==> src/rtl/if_fetch_unit.sv <==
// ----------------------------------------------------------------------------
// if_fetch_unit
//
// Instruction-fetch stage of the 5-stage pipeline, sitting directly upstream
// of the IF/ID register. It owns the PC, sends in-order requests to a
// variable-latency instruction memory, and collects the returned words in a
// small prefetch queue. The head of that queue is presented as
// {PC+4, instruction} with a valid flag. The unit honours hazard stalls from
// ID and flushes on branch/jump redirects.
//
// Parameters
//   RESET_PC  fetch address after reset (bits [1:0] must be 0)
//   QDEPTH    prefetch queue entries (power of two, 2..8)
//
// Ports
//   i_clk, i_rst            clock, synchronous active-high reset
//   i_stall                 hold the presented instruction, do not pop
//   i_redirect, i_redirect_pc  flush and refetch from the target (word aligned)
//   o_imem_req, o_imem_addr request to instruction memory (addr = PC)
//   i_imem_gnt              request accepted this cycle
//   i_imem_rvalid, i_imem_rdata  in-order response from instruction memory
//   o_valid, o_next_pc, o_data   head of the prefetch queue (zeros when empty)
// ----------------------------------------------------------------------------
module if_fetch_unit #(
    parameter logic [31:0] RESET_PC = 32'h0000_0000,
    parameter int unsigned QDEPTH   = 2
) (
    input  logic        i_clk,
    input  logic        i_rst,
    input  logic        i_stall,
    input  logic        i_redirect,
    input  logic [31:0] i_redirect_pc,
    output logic        o_imem_req,
    output logic [31:0] o_imem_addr,
    input  logic        i_imem_gnt,
    input  logic        i_imem_rvalid,
    input  logic [31:0] i_imem_rdata,
    output logic        o_valid,
    output logic [31:0] o_next_pc,
    output logic [31:0] o_data
);

    localparam int unsigned PW = $clog2(QDEPTH);
    localparam int unsigned CW = $clog2(QDEPTH) + 1;
    localparam logic [CW:0] DEPTH_C = (CW + 1)'(QDEPTH);

    logic [31:0]   pc_q, pc_d;
    logic [CW-1:0] qcount_q, qcount_d;
    logic [CW-1:0] outstanding_q, outstanding_d;
    logic [CW-1:0] drop_q, drop_d;
    logic [PW-1:0] q_rd_q, q_rd_d;
    logic [PW-1:0] q_wr_q, q_wr_d;
    logic [PW-1:0] tag_rd_q, tag_rd_d;
    logic [PW-1:0] tag_wr_q, tag_wr_d;

    logic [31:0]   q_data_q [QDEPTH];
    logic [31:0]   q_data_d [QDEPTH];
    logic [31:0]   q_npc_q  [QDEPTH];
    logic [31:0]   q_npc_d  [QDEPTH];
    logic [31:0]   tag_q    [QDEPTH];
    logic [31:0]   tag_d    [QDEPTH];

    logic          pop;
    logic          imem_req;
    logic          accept;
    logic          resp;
    logic          push;
    logic [CW:0]   occupancy;
    logic [31:0]   redirect_target;

    // Handshake decode. A slot is reserved for every outstanding request so
    // the queue can never overflow. The head being popped this cycle frees
    // its slot already, which is what lets a 1-cycle memory sustain one
    // instruction per cycle with only two entries.
    always_comb begin
        pop       = (qcount_q != '0) && !i_stall && !i_redirect;
        occupancy = (CW + 1)'(qcount_q) + (CW + 1)'(outstanding_q) - (CW + 1)'(pop);
        imem_req  = !i_rst && !i_redirect && (occupancy < DEPTH_C);
        accept    = imem_req && i_imem_gnt;
        // rvalid with nothing outstanding is a stale response from before reset
        resp      = i_imem_rvalid && (outstanding_q != '0);
        // responses owed to a flushed stream, or landing in a redirect cycle, are discarded
        push      = resp && (drop_q == '0) && !i_redirect;
        redirect_target = i_redirect_pc & ~32'h3;
    end

    // Next-state computation for PC, counters, pointers and storage arrays.
    // Redirect overrides the normal queue/PC update; the drop count becomes
    // whatever is still in flight once this cycle's response is accounted for.
    always_comb begin
        pc_d          = pc_q;
        qcount_d      = qcount_q;
        outstanding_d = outstanding_q + CW'(accept) - CW'(resp);
        drop_d        = drop_q;
        q_rd_d        = q_rd_q;
        q_wr_d        = q_wr_q;
        tag_rd_d      = tag_rd_q;
        tag_wr_d      = tag_wr_q;
        q_data_d      = q_data_q;
        q_npc_d       = q_npc_q;
        tag_d         = tag_q;

        if (accept) begin
            tag_d[tag_wr_q] = pc_q + 32'd4;
            tag_wr_d        = tag_wr_q + PW'(1);
            pc_d            = pc_q + 32'd4;
        end

        if (resp) begin
            tag_rd_d = tag_rd_q + PW'(1);
            if (drop_q != '0) begin
                drop_d = drop_q - CW'(1);
            end
        end

        if (i_redirect) begin
            pc_d     = redirect_target;
            qcount_d = '0;
            q_rd_d   = '0;
            q_wr_d   = '0;
            drop_d   = outstanding_d;
        end else begin
            if (push) begin
                q_data_d[q_wr_q] = i_imem_rdata;
                q_npc_d[q_wr_q]  = tag_q[tag_rd_q];
                q_wr_d           = q_wr_q + PW'(1);
            end
            if (pop) begin
                q_rd_d = q_rd_q + PW'(1);
            end
            qcount_d = qcount_q + CW'(push) - CW'(pop);
        end
    end

    // Control state: everything that must be cleared by reset.
    always_ff @(posedge i_clk) begin
        if (i_rst) begin
            pc_q          <= RESET_PC;
            qcount_q      <= '0;
            outstanding_q <= '0;
            drop_q        <= '0;
            q_rd_q        <= '0;
            q_wr_q        <= '0;
            tag_rd_q      <= '0;
            tag_wr_q      <= '0;
        end else begin
            pc_q          <= pc_d;
            qcount_q      <= qcount_d;
            outstanding_q <= outstanding_d;
            drop_q        <= drop_d;
            q_rd_q        <= q_rd_d;
            q_wr_q        <= q_wr_d;
            tag_rd_q      <= tag_rd_d;
            tag_wr_q      <= tag_wr_d;
        end
    end

    // Data storage: contents are only ever read through valid pointers, so
    // they need no reset.
    always_ff @(posedge i_clk) begin
        q_data_q <= q_data_d;
        q_npc_q  <= q_npc_d;
        tag_q    <= tag_d;
    end

    assign o_imem_req  = imem_req;
    assign o_imem_addr = pc_q;
    assign o_valid     = !i_rst && (qcount_q != '0);
    assign o_next_pc   = o_valid ? q_npc_q[q_rd_q]  : 32'h0;
    assign o_data      = o_valid ? q_data_q[q_rd_q] : 32'h0;

endmodule

==> config.mk <==
export PLATFORM = sky130hd
export DESIGN_NAME = if_fetch_unit
export DESIGN_NICKNAME = d
export VERILOG_FILES = /design/src/rtl/if_fetch_unit.sv
export SDC_FILE = /design/constraint.sdc
export NUM_CORES = 1
export LEC_CHECK = 0
export CAP_MARGIN = 10
export CORE_UTILIZATION = 53
export DETAILED_ROUTE_END_ITERATION = 8
export GPL_ROUTABILITY_DRIVEN = 0
export HOLD_SLACK_MARGIN = 0.06
export PLACE_DENSITY = 0.87
export SLEW_MARGIN = 20
export SYNTH_ARGS = -nofsm -noshare
export SYNTH_HDL_FRONTEND = slang
export SYNTH_SLANG_ARGS = --single-unit
export TNS_END_PERCENT = 10
==> constraint.sdc <==
create_clock -name i_clk -period 5.2 [get_ports i_clk]
set_input_delay 0.52 -clock i_clk [delete_from_list [all_inputs] [get_ports i_clk]]
set_output_delay 0.52 -clock i_clk [all_outputs]
set_load 0.005 [all_outputs]
; ---- Word-level counts from Yosys, hierarchy flattened
; Cells that the tools add are included.
[totals]
reg_bits = 234
in_bits = 70
output_inout_bits = 98
wordCells = 86
[classes]
add_sub_neg = 12
n_lt_le_gt_ge = 7
n_mux = 23
bitwise = 5
reduce_logical = 24
[ops]
columns = cell, n
row1 = two-way mux 32 bit, 15
row2 = bitwise mux 64 bit, 3
row3 = demux 32 bit (select 1 bit), 2
row4 = "adder 32 x 3 -> 32 bit, second input constant", 1
row5 = nonzero test 2 bit, 6
row6 = logical AND 1 bit, 11
row7 = ">= comparator 2 bit, second input constant", 4
row8 = NOT 1 -> 2 bit, 4
row9 = two-way mux 2 bit, 3
row10 = "adder 1 bit, second input constant", 4
row11 = adder 2 x 1 -> 2 bit, 2
row12 = "< comparator 2 x 1 -> 1 bit, second input constant", 2
row13 = AND reduction 2 bit, 2
row14 = subtractor 2 x 1 -> 2 bit, 2
row15 = adder 2 x 2 -> 3 bit, 1
row16 = logical NOT 1 bit, 3
row17 = "< comparator 3 x 2 -> 1 bit, second input constant", 1
row18 = subtractor 3 x 1 -> 3 bit, 1
row19 = logical NOT 2 bit, 1
row20 = OR reduction 2 bit, 1
row21 = "subtractor 2 x 1 -> 2 bit, second input constant", 1
row22 = NOT 1 bit, 1

; ---- Logic depth before layout (Yosys ltp)
; Gate-level depths: netlist of the first run.
[logic_depth]
depth_word = 10
ltp_mapped = 16
depth_no_buf = 15

; ---- Worst setup path before layout of the first run
; Ideal clock, no wire load.
[synth_timing]
kind = in2reg
start = input port i_redirect
end = register tag_q[34] in the netlist's numbering, enable pin
setup_time_ns = 0.417
arrival_ns = 3.783
required_ns = 4.783
setup_slack_ns = 1.000
path_stages = 10
n_path_buf = 2
cell_sequence = buf_2 nor3_1 ha_1 nand2b_1 fa_1 xor2_1 and4_1 inv_2 clkbuf_1 nor2_1
[synth_via]
elab_chain_len = 6
elab_cells_between_ends = 7
cone_classes = add/sub (1) / order compare (1) / reduce/logical (5)
[synth_rtl]
columns = element, line_no
row1 = "start, declared", 31  ; input logic i_redirect,
row2 = logical NOT 1 bit, 76  ; pop = (qcount_q != '0) && !i_stall && !i_redirect;
row3 = logical AND 1 bit, 76
row4 = net pop, 63  ; logic pop;
row5 = subtractor 3 x 1 -> 3 bit, 77  ; occupancy = (CW + 1)'(qcount_q) + (CW + 1)'(outstanding_q) - (CW + 1)'(pop);
row6 = < comparator 3 x 2 -> 1 bit, 78  ; imem_req = !i_rst && !i_redirect && (occupancy < DEPTH_C);
row7 = logical AND 1 bit, 78
row8 = logical AND 1 bit, 79  ; accept = imem_req && i_imem_gnt;
row9 = "end signal, assigned", 163  ; tag_q <= tag_d;
row10 = "end, declared", 60  ; logic [31:0] tag_q [QDEPTH];
; The timed path passes the listed nets, and every way through them passes these cells.
; A chain may end at the register's enable or synchronous reset.

; ---- Worst setup path in the final report of the first run
[layout_timing]
start = register qcount_q[1]
end = register drop_q[1]
[layout_via]
elab_chain_len = 10
elab_cells_between_ends = 11
cone_classes = add/sub (4) / order compare (1) / mux (1) / reduce/logical (5)
[layout_rtl]
columns = element, line_no
row1 = "start, declared", 48  ; logic [CW-1:0] qcount_q, qcount_d;
row2 = "start signal, assigned", 148  ; qcount_q <= qcount_d;
row3 = nonzero test 2 bit, 76
row4 = logical AND 1 bit (2 in series), 76
row5 = net pop, 63
row6 = subtractor 3 x 1 -> 3 bit, 77
row7 = < comparator 3 x 2 -> 1 bit, 78
row8 = logical AND 1 bit, 78
row9 = logical AND 1 bit, 79
row10 = adder 2 x 1 -> 2 bit, 93  ; outstanding_d = outstanding_q + CW'(accept) - CW'(resp);
row11 = subtractor 2 x 1 -> 2 bit, 93
row12 = two-way mux 2 bit, 116  ; if (i_redirect) begin
row13 = "end signal, assigned", 150  ; drop_q <= drop_d;
row14 = "end, declared", 50  ; logic [CW-1:0] drop_q, drop_d;
; The timed path passes the listed nets, and every way through them passes these cells.

==> summary.md, run 1 <==
| Metric | Value |
|---|---|
| Compound-Gate Fraction of Synth Area | `0.0542` |
| Chip Width | `between 100 and 150 um` |
| CTS tree | `done` |
| Post-cts gate resize count | `0` |
| Crit path kind | `flip-flop to flip-flop` |
| First-pass GRT wire length | `about 30000 um` |
| Yosys warns | `0` |
| DR vias/cell | `around 5.6` |
| Final Setup Violations | `0` |
| Synth Instances | `~720` |
| Post-synthesis mux area share | `0.101` |
| Commonest non-fill, non-tap cells in the layout | `edfxtp_1, clkdlybuf4s50_1, nor2_1` |
| Share of cells above drive strength 1 | `0.114` |
| Post-detailed-route wirelength per cell | `17.9 um` |
| Ant. Diodes | `0` |
| Slew headroom | `0.301` |
| Switching share of power | `0.238` |
| Final hold violations | `0` |
| Synth Area in Adders | `0.0125` |
| Peak VDD IR | `around 0.00024 V` |
| Max-Cap Viols | `0` |
| WL final | `around 20000 um` |
| CTS Root Buffer Type | `clkbuf_16` |
| Full die area | `around 19000 um2` |
| Outcome | `finished, final reports clean` |
| Hold Crit Start | `tag_q[57]` |
| Htree depth | `1` |
| I/O Buffers | `approximately 160` |
| Initial Util | `0.548` |
| Cts-stage hold buffer count | `0` |
| Post-synthesis sequential area ratio | `0.660` |
| Most common cell after layout, fill and taps aside | `edfxtp_1` |
| Via count of the first global-routing pass | `6024` |
| Setup TNS | `0 ps` |
| Hold WC Path Type | `flip-flop to flip-flop` |
| Synth area leaders | `edfxtp_1, dfxtp_1, mux2i_1, nor2_1, mux2_2` |
| Layout area overhead | `27.8%` |
| Post-synth EDFFs | `around 180` |
| Cell Area, Synth | `9580 um2` |
| Simple-gate share of the synthesized area | `0.104` |
| Slew Viols, Final | `0` |
| Die Ht | `around 140 um` |
| Largest family of logic cells by synthesized area | `simple AND/OR/NAND/NOR gates` |
| Fraction of registers with async set/reset | `0` |
| Crit start category | `flip-flop` |
| Final min period | `slightly below 4000 ps` |
| Synthesis-stage register bit count | `~220` |
| Hold depth | `1` |
| R2R Path Start | `qcount_q[1]` |
| Yosys cell types | `55` |
| Arrival time at the worst endpoint | `about 4300 ps` |
| DR iter-0 viols | `about 400` |
| CTS buffer count | `23` |
| Overall Global Routing Usage | `0.215` |
| WHS Endpoint | `q_npc_q[57]` |
| Final period util | `0.751` |
| Sequential power share | `0.488` |
| CTS max path bufs | `3` |
| Power share of the clock group | `0.362` |
| Clock Sinks | `between 200 and 250` |
| Power Density | `roughly 370 nW/um2` |
| Highest Clock Rate | `roughly 260 MHz` |
| Worst Reg-to-Reg Cells | `15` |
| Largest net degree at the start of global routing | `between 60 and 70` |
| Initial antenna violation count | `0` |
| Worst Path Max Fanout | `11` |
| Reg2reg end | `drop_q[1]` |
| Clk_skew | `approximately 9.3 ps` |
| CTS clock-pin slew for the worst setup and hold paths | `around 60 ps` |
| Worst Path Required | `~5600 ps` |
| R2r setup slk | `1290 ps` |
| I/O pins | `between 150 and 200` |
| Core area | `17500 um2` |
| RSZ-0062 raised after global routing | `false` |
| Worst setup EP type | `flip-flop` |
| Final Total Pwr | `between 4 and 5 mW` |
| Post-route antenna net violation count | `0` |
| GRT overflow | `0` |
| Post-CTS setup buffer count | `0` |
| Clock insertion delay at the later pin of the skew report | `490 ps` |
| # rows | `48` |
| Yosys top cell area share | `0.577` |
| Ys flop type | `edfxtp_1` |
| XOR/XNOR share of the synthesized area | `0.0371` |
| Pre-Repair DR Iteration Count | `5` |
| Combinational power share | `0.150` |
| Cell accounting for the most synthesized area | `edfxtp_1` |
| Remaining DRCs | `0` |
| Syn_area_per_cell | `between 10 and 15 um2` |
| Routed vias | `about 6200` |
| Net Switching | `around 1.1 mW` |
| Pleak | `approximately 4.1 nW` |
| Nets | `approximately 950` |
| FILL cells | `1181` |
| DP Wirelength | `12800 um` |
| Power Internal | `3.49 mW` |
| Worst slew pin tran | `between 1000 and 1500 ps` |
## power by group through the flow
stage               combinational [mW]  sequential (mW)  clock [mW]
CTS                              0.674             2.23        1.67
detailed placement               0.666             2.27           0
global placement                 0.642             2.26           0
floorplan                        0.430             2.24           0
global route                     0.749             2.24        1.74
finish                           0.687             2.23        1.65
## metrics by stage
step,hold WS [ps],area [um2],util,instances,setup WS [ps]
detailed placement,533,11400,0.654,1072,891
global placement,532,11400,0.652,1071,988
global route,582,12200,0.700,1114,1060
floorplan,498,9590,-,719,1000
finish,560,12200,0.700,1114,1290
CTS,549,12200,0.697,1112,1350
## registers in the layout, summed over array words and instances (netlist names), 2 cells and up
signal / count
o_imem_addr: 30
q_data_q: 64
qcount_q: 2
drop_q: 2
outstanding_q: 2
q_npc_q: 60
tag_q: 60
## area by class of cell
| cell class | count | area, um2 | share of cell area |
|---|---|---|---|
| Multi-Input combinational cell | 430 | 3000 | 0.245 |
| Clock buffer | 28 | 594 | 0.0486 |
| Sequential cell | 224 | 6330 | 0.517 |
| Clock inverter | 12 | 161 | 0.0132 |
| Inverter | 18 | 67.6 | 0.00552 |
| Tap cell | 225 | 282 | 0.0230 |
| Timing Repair Buffer | 177 | 1800 | 0.147 |
## synthesized netlist by cell type (all sizes together), types with 2 or more instances
master,instances
a21oi,23
clkbuf,21
and2,6
edfxtp,184
a22o,7
mux2,30
and4,3
nand4,12
a32oi,2
o21a,2
ha,8
nor3,13
nor2,91
nor4,7
nand2,37
o31a,2
and3,12
or3,2
mux2i,63
buf,26
nand3,16
dfxtp,40
inv,18
a22oi,6
a31oi,8
a21o,2
o21ai,25
xnor2,26
xor2,12
nor2b,2
## metal layers
layer / up-vias / routed length, um / track usage
met5: - / 0 / 0
met1: 2961 / 8260 / 0.283
li1: 2933 / - / -
met4: 0 / 385 / 0.0691
met3: 35 / 1590 / 0.0373
met2: 263 / 9680 / 0.363
## cells by family after synthesis
kind of cell | count (synthesis)
multiplexers | 93
flip-flops | 224
AO/OA/AOI/OAI | 83
adder cells (fa/ha/maj) | 9
other | 1
XOR/XNOR | 38
buffers and inverters | 65
AND/OR/NAND/NOR | 203
## how the worst max path moves through the flow
stage	start	to	slack [ps]
after floorplan	i_redirect	tag_q[34]	1000
after global placement	i_redirect	tag_q[24]	990
after detailed placement	i_redirect	tag_q[24]	890
after CTS	qcount_q[1]	tag_q[28]	1350
after global routing	qcount_q[1]	drop_q[1]	1060
final	qcount_q[1]	drop_q[1]	1290
## critical path, cell delays in order (launching register included)
cell	delay [ps]
dfxtp_1	470
nor2_1	70
nor3_1	470
ha_1	340
nand2b_1	160
fa_1	380
xor2_1	180
and4_1	540
inv_2	80
ha_1	300
inv_1	40
ha_1	180
xnor2_1	130
xnor2_1	200
nor2b_1	70
o21a_1	180
Power figures use the tool's default switching activity.
==> run 2, diff against run 1 <==
- clock period: 5.2 -> 3.6 ns (I/O delays scaled with it)
==> summary.md, run 2 (synthesized netlist as in run 1, its figures left out) <==
| Metric | Value |
|---|---|
| Outcome | `finished, final reports clean (unchanged)` |
| Post-Place Cells | `1076 (was 1072)` |
| Worst slew pin tran | `877 ps (was 1050 ps)` |
| Reg2reg end | `drop_q[1] (unchanged)` |
| Routed vias | `6234 (was 6192)` |
| I/O Buffers | `161 (unchanged)` |
| RSZ-0062 raised after global routing | `false (unchanged)` |
| Met1 GRT Util | `0.271 (was 0.283)` |
| Post-route setup slack | `297 ps (was 1290 ps)` |
| Hold depth | `3 (was 1)` |
| Max reg flops | `64 (unchanged)` |
| Final Total Pwr | `6.49 mW (was 4.57 mW)` |
| GRT busiest layer | `met2 (unchanged)` |
| Critical-path cell with the highest stage delay | `dfxtp_1 (was and4_1)` |
| M2 GR Usage | `0.370 (was 0.363)` |
| Pleak | `4.12 nW (was 4.13 nW)` |
| DR vias/cell | `5.58 (was 5.56)` |
| Commonest non-fill, non-tap cells in the layout | `edfxtp_1, clkdlybuf4s50_1, nor2_1 (unchanged)` |
| Initial Util | `0.548 (unchanged)` |
| Highest Clock Rate | `303 MHz (was 256 MHz)` |
| CTS clock-pin slew for the worst setup and hold paths | `60 ps (about the same)` |
| Worst Path Max Fanout | `4 (was 11)` |
| Overall Global Routing Usage | `0.214 (was 0.215)` |
| Regs by FF count | `q_data_q: 64 flops, q_npc_q: 60 flops, tag_q: 60 flops (unchanged)` |
| CTS Root Buffer Type | `clkbuf_16 (unchanged)` |
| Hold Crit Start | `i_redirect_pc[3] (was tag_q[57])` |
| Clock insertion delay at the later pin of the skew report | `500 ps (was 490 ps)` |
| WL final | `20000 um (was 19900 um)` |
| CP Depth | `15 (unchanged)` |
| I/O pins | `168 (unchanged)` |
| Cell Chain, Critical Path | `nor2_1 > nor3_1 > ha_1 > nand2b_1 > fa_1 > xor2_1 > and4_1 > inv_2 > ha_1 > inv_1 > ha_1 > xnor2_1 > xnor2_1 > nor2b_1 > o21a_1 (unchanged)` |
| Clk_skew | `13.6 ps (was 9.27 ps)` |
| Worst slack, placed | `-136 ps (was 891 ps)` |
| Chip Width | `136 um (unchanged)` |
| Final Setup Violations | `0 (unchanged)` |
| R2R Path Start | `qcount_q[0] (was qcount_q[1])` |
| Tightest hold margin | `419 ps (was 560 ps)` |
| CTS tree | `done (unchanged)` |
| # rows | `48 (unchanged)` |
| Nets | `955 (was 953)` |
| Buf/Inv on CP | `2 (unchanged)` |
| Peak VDD IR | `0.000409 V (was 0.000243 V)` |
| Core area | `17500 um2 (unchanged)` |
| Initial antenna violation count | `0 (unchanged)` |
| Power Density | `531 nW/um2 (was 374 nW/um2)` |
| Final hold violations | `0 (unchanged)` |
| Fin cells | `1117 (was 1114)` |
| Cts-stage hold buffer count | `0 (unchanged)` |
| DR iter-0 viols | `355 (was 398)` |
| Clock Sinks | `224 (unchanged)` |
| DP Wirelength | `12800 um (about the same)` |
| Met3 usage in global routing | `0.0350 (was 0.0373)` |
| Post-cts gate resize count | `0 (unchanged)` |
| GRT overflow | `0 (unchanged)` |
| Crit path kind | `flip-flop to flip-flop (unchanged)` |
| Hold WC Path Type | `input port to flip-flop (was flip-flop to flip-flop)` |
| Final min period | `3300 ps (was 3910 ps)` |
| Share of cells above drive strength 1 | `0.121 (was 0.114)` |
| Die Ht | `136 um (unchanged)` |
| Slew headroom | `0.415 (was 0.301)` |
| Via count of the first global-routing pass | `6166 (was 6024)` |
| Worst Reg-to-Reg Cells | `15 (unchanged)` |
| Largest register by flop count | `q_data_q (unchanged)` |
| Max-Cap Viols | `0 (unchanged)` |
| Largest net degree at the start of global routing | `61 (was 64)` |
| Setup TNS | `0 ps (unchanged)` |
| Slew Viols, Final | `0 (unchanged)` |
| Worst Path Required | `3990 ps (was 5590 ps)` |
| Post-route antenna net violation count | `0 (unchanged)` |
| Pre-Repair DR Iteration Count | `5 (unchanged)` |
| Most common cell after layout, fill and taps aside | `edfxtp_1 (unchanged)` |
| Ant. Diodes | `0 (unchanged)` |
| Htree depth | `1 (unchanged)` |
| Post-CTS setup buffer count | `0 (unchanged)` |
| Layout area overhead | `27.6% (was 27.8%)` |
| Full die area | `18600 um2 (unchanged)` |
| Remaining DRCs | `0 (unchanged)` |
| Post-detailed-route wirelength per cell | `17.9 um (about the same)` |
| CP max stage delay | `450 ps (was 540 ps)` |
| Worst setup EP type | `flip-flop (unchanged)` |
| First-pass GRT wire length | `30600 um (was 30800 um)` |
| Final period util | `0.917 (was 0.751)` |
| CTS buffer count | `22 (was 23)` |
| CTS max path bufs | `3 (unchanged)` |
| CP most frequent cell | `ha_1 (unchanged)` |
| Arrival time at the worst endpoint | `3700 ps (was 4290 ps)` |
| R2r setup slk | `300 ps (was 1290 ps)` |
| WHS Endpoint | `o_imem_addr[3] (was q_npc_q[57])` |
| Cell family with most CP delay | `adder cells (was simple AND/OR/NAND/NOR gates)` |
| Crit start category | `flip-flop (unchanged)` |
run 2: cell types whose count changed in the layout (fill, tap and decap cells not counted):
| cell | delta |
|---|---|
| buf_12 | +2 |
| buf_16 | -2 |
| buf_4 | +3 |
| bufinv_16 | -2 |
| clkbuf_1 | -3 |
| clkbuf_8 | +1 |
| clkinv_2 | -1 |
| clkinv_4 | +3 |
| clkinvlp_4 | +2 |
| nor2_1 | -1 |
| nor2_2 | +1 |
run 2: how the worst max path moves through the flow:
stage / startpoint / end / slack, ps
final: qcount_q[0] / drop_q[1] / 300
after CTS: qcount_q[1] / o_imem_addr[7] / 180
after floorplan: i_imem_rvalid / q_data_q[32] / -320
after global placement: i_redirect / o_imem_addr[20] / -10
after global routing: qcount_q[0] / drop_q[1] / 60
after detailed placement: i_redirect / o_imem_addr[4] / -140
run 2: per-layer routing:
| metal | up-vias | wire (um) |
|---|---|---|
| met5 | - | 0 |
| met3 | 40 | 1500 |
| met1 | 2978 | 8120 |
| met2 | 280 | 9880 |
| li1 | 2936 | - |
| met4 | 0 | 462 |
run 2: metrics by stage:
step	area (um2)	utilization
4_1_cts	12200	0.698
2_1_floorplan	9590	-
3_5_place_dp	11500	0.656
6_report	12200	0.700
3_3_place_gp	11500	0.656
5_1_grt	12200	0.700
run 2: worst reg2reg max path: stages (launching register included):
cell and delay [ps]:
dfxtp_1 450, nor2_1 80, nor3_1 200, ha_1 270, nand2b_1 160, fa_1 380
xor2_1 190, and4_1 310, inv_2 60, ha_1 270, inv_1 40, ha_1 180
xnor2_1 170, xnor2_1 170, nor2b_1 80, o21a_1 190
run 2: where the power goes:
group          internal [mW]  switching [mW]  leakage, nW
Sequential              3.10           0.116         2.00
Combinational          0.475           0.529         1.76
Clock                   1.34           0.935        0.355
run 2: final cells by class:
cell class	instances	area [um2]
flip-flops and latches	224	6330
inverters	18	67.6
clock buffers	26	597
fillers	1179	5250
repair buffers	180	1810
multi-input cells	430	3000
clock inverters	14	138
well taps	225	282
==> run 3, diff against run 2 <==
- CORE_UTILIZATION: 53 -> 55
- CTS_BUF_LIST: default -> sky130_fd_sc_hd__clkbuf_4
- PLACE_DENSITY: 0.87 -> 0.9
==> summary.md, run 3 (synthesized netlist as in run 1, its figures left out) <==
| Metric | Value |
|---|---|
| Initial antenna violation count | `1 (was 0)` |
| Worst Path Required | `3240 ps (was 3990 ps)` |
| Crit start category | `flip-flop (unchanged)` |
| Post-detailed-route wirelength per cell | `16.8 um (was 17.9 um)` |
| First-pass GRT wire length | `30900 um (was 30600 um)` |
| WL final | `19600 um (was 20000 um)` |
| Final min period | `3390 ps (was 3300 ps)` |
| Cell Chain, Critical Path | `nor2_1 > nor3_1 > ha_1 > nand2b_1 > fa_1 > xor2_1 > and3_1 > clkdlybuf4s50_1 (was nor2_1 > nor3_1 > ha_1 > nand2b_1 > fa_1 > xor2_1 > and4_1 > inv_2 > ha_1 > inv_1 > ha_1 > xnor2_1 > xnor2_1 > nor2b_1 > o21a_1)` |
| Cell area after layout | `12200 um2 (about the same)` |
| Remaining DRCs | `0 (unchanged)` |
| CTS max path bufs | `3 (unchanged)` |
| FILL cells | `1130 (was 1179)` |
| Combinational power share | `0.158 (was 0.155)` |
| Hold depth | `3 (unchanged)` |
| Full die area | `18000 um2 (was 18600 um2)` |
| Layout area overhead | `27.0% (was 27.6%)` |
| CTS clock-pin slew for the worst setup and hold paths | `70 ps (was 60 ps)` |
| Slew headroom | `0.391 (was 0.415)` |
| Placement Cell Area | `11500 um2 (about the same)` |
| Max reg flops | `64 (unchanged)` |
| Peak VDD IR | `0.000351 V (was 0.000409 V)` |
| Hold Crit Start | `i_redirect_pc[3] (unchanged)` |
| Final Total Pwr | `6.23 mW (was 6.49 mW)` |
| Post-route antenna net violation count | `0 (unchanged)` |
| R2R Path Start | `qcount_q[0] (unchanged)` |
| WHS Endpoint | `o_imem_addr[3] (unchanged)` |
| Largest register by flop count | `q_data_q (unchanged)` |
| Regs by FF count | `q_data_q: 64 flops, q_npc_q: 60 flops, tag_q: 60 flops (unchanged)` |
| Worst Reg-to-Reg Cells | `15 (unchanged)` |
| Final Setup Violations | `0 (unchanged)` |
| CTS buffer count | `52 (was 22)` |
| DP Wirelength | `12600 um (was 12800 um)` |
| CP max stage delay | `500 ps (was 450 ps)` |
| Reg2reg end | `drop_q[1] (unchanged)` |
| Switching share of power | `0.253 (was 0.243)` |
| I/O Buffers | `161 (unchanged)` |
| Final period util | `0.942 (was 0.917)` |
| Via count of the first global-routing pass | `6323 (was 6166)` |
| Highest Clock Rate | `295 MHz (was 303 MHz)` |
| Arrival time at the worst endpoint | `3030 ps (was 3700 ps)` |
| Share of cells above drive strength 1 | `0.159 (was 0.121)` |
| Power Internal | `4.65 mW (was 4.91 mW)` |
| Nets | `983 (was 955)` |
| Sequential power share | `0.517 (was 0.495)` |
| Overall Global Routing Usage | `0.222 (was 0.214)` |
| RSZ-0062 raised after global routing | `false (unchanged)` |
| Commonest non-fill, non-tap cells in the layout | `edfxtp_1, clkdlybuf4s50_1, nor2_1 (unchanged)` |
| Critical-path cell with the highest stage delay | `clkdlybuf4s50_1 (was dfxtp_1)` |
| Crit path kind | `flip-flop to output port (was flip-flop to flip-flop)` |
| Clock Sinks | `224 (unchanged)` |
| CTS tree | `done (unchanged)` |
| Net Switching | `1.58 mW (about the same)` |
| Pre-Repair DR Iteration Count | `5 (unchanged)` |
| I/O pins | `168 (unchanged)` |
| Max-Cap Viols | `0 (unchanged)` |
| Outcome | `finished, final reports clean (unchanged)` |
| Htree depth | `2 (was 1)` |
| R2r setup slk | `460 ps (was 300 ps)` |
| GRT overflow | `0 (unchanged)` |
| Power Density | `512 nW/um2 (was 531 nW/um2)` |
| Hold WC Path Type | `input port to flip-flop (unchanged)` |
| DR iter-0 viols | `455 (was 355)` |
| # rows | `47 (was 48)` |
| Routed vias | `6313 (was 6234)` |
| Chip Width | `134 um (was 136 um)` |
| Clock insertion delay at the later pin of the skew report | `650 ps (was 500 ps)` |
| Final hold violations | `0 (unchanged)` |
| CTS Root Buffer Type | `clkbuf_4 (was clkbuf_16)` |
| Most common cell after layout, fill and taps aside | `edfxtp_1 (unchanged)` |
| Power share of the clock group | `0.325 (was 0.350)` |
| Worst Path Max Fanout | `4 (unchanged)` |
| Pleak | `4.16 nW (was 4.12 nW)` |
| Post-CTS setup buffer count | `0 (unchanged)` |
| Initial Util | `0.570 (was 0.548)` |
| Worst slew pin tran | `907 ps (was 877 ps)` |
| Largest net degree at the start of global routing | `64 (was 61)` |
| Core area | `16800 um2 (was 17500 um2)` |
| Clk_skew | `53.0 ps (was 13.6 ps)` |
| Die Ht | `134 um (was 136 um)` |
| Slew Viols, Final | `0 (unchanged)` |
| Worst setup EP type | `output port (was flip-flop)` |
| Cts-stage hold buffer count | `0 (unchanged)` |
| DR vias/cell | `5.41 (was 5.58)` |
-- run 3: power groups by stage --
stage | Combinational [mW] | Sequential [mW] | Clock (mW)
finish | 0.986 | 3.22 | 2.02
global route | 1.07 | 3.24 | 2.20
floorplan | 0.622 | 3.24 | 0
global placement | 0.936 | 3.26 | 0
CTS | 0.987 | 3.22 | 2.07
detailed placement | 0.974 | 3.27 | 0
-- run 3: cell type report --
| class | instances | area (um2) | share of cell area |
|---|---|---|---|
| inverters | 18 | 67.6 | 0.00555 |
| clock inverters | 24 | 149 | 0.0122 |
| repair buffers | 178 | 1800 | 0.148 |
| well taps | 220 | 275 | 0.0226 |
| flip-flops and latches | 224 | 6330 | 0.520 |
| diodes | 1 | 2.50 | 0.000206 |
| multi-input cells | 430 | 3000 | 0.247 |
| clock buffers | 72 | 541 | 0.0444 |
-- run 3: routing by layer --
metal | GRT usage | up-vias | part of all wire
li1 | - | 3031 | -
met2 | 0.370 | 257 | 0.49
met4 | 0.0928 | 0 | 0.023
met1 | 0.280 | 2987 | 0.42
met3 | 0.0514 | 38 | 0.070
met5 | 0 | - | 0
-- run 3: worst max-delay path by stage --
stage	start	cells past startpoint	slack, ps	to
floorplan	i_imem_rvalid	5	-320	q_data_q[32]
global placement	i_redirect	15	170	drop_q[1]
detailed placement	i_redirect	15	90	drop_q[1]
CTS	qcount_q[0]	8	80	o_imem_req
global route	qcount_q[0]	8	60	o_imem_req
finish	qcount_q[0]	8	210	o_imem_req
-- run 3: stage by stage --
stage                     setup WS, ps  hold slack, ps   util  TNS [ps]  std cells
final                              210             290  0.724         0       1167
after global routing              58.2             264  0.724         0       1167
after CTS                         81.9             251  0.723         0       1166
after detailed placement          90.2             546  0.682         0       1070
after global placement             171             532  0.682         0       1070
after floorplan                   -323             459      -    -20990        719
-- run 3: worst max-delay path: cells and delay by family (launching register included) --
| family | cells | cell delay [ps] |
|---|---|---|
| and+or+nand+nor | 4 | 630 |
| DFF | 1 | 390 |
| xor gates and xnor gates | 1 | 190 |
| buffers and inverters | 1 | 500 |
| adders and majority gates | 2 | 660 |
-- run 3: what timing repair did --
| action | in CTS | in global routing |
|---|---|---|
| endpoints found under the setup margin | 0 | 1 |
| hold endpoints to repair | 0 | 0 |
| resized for setup | 0 | 2 |
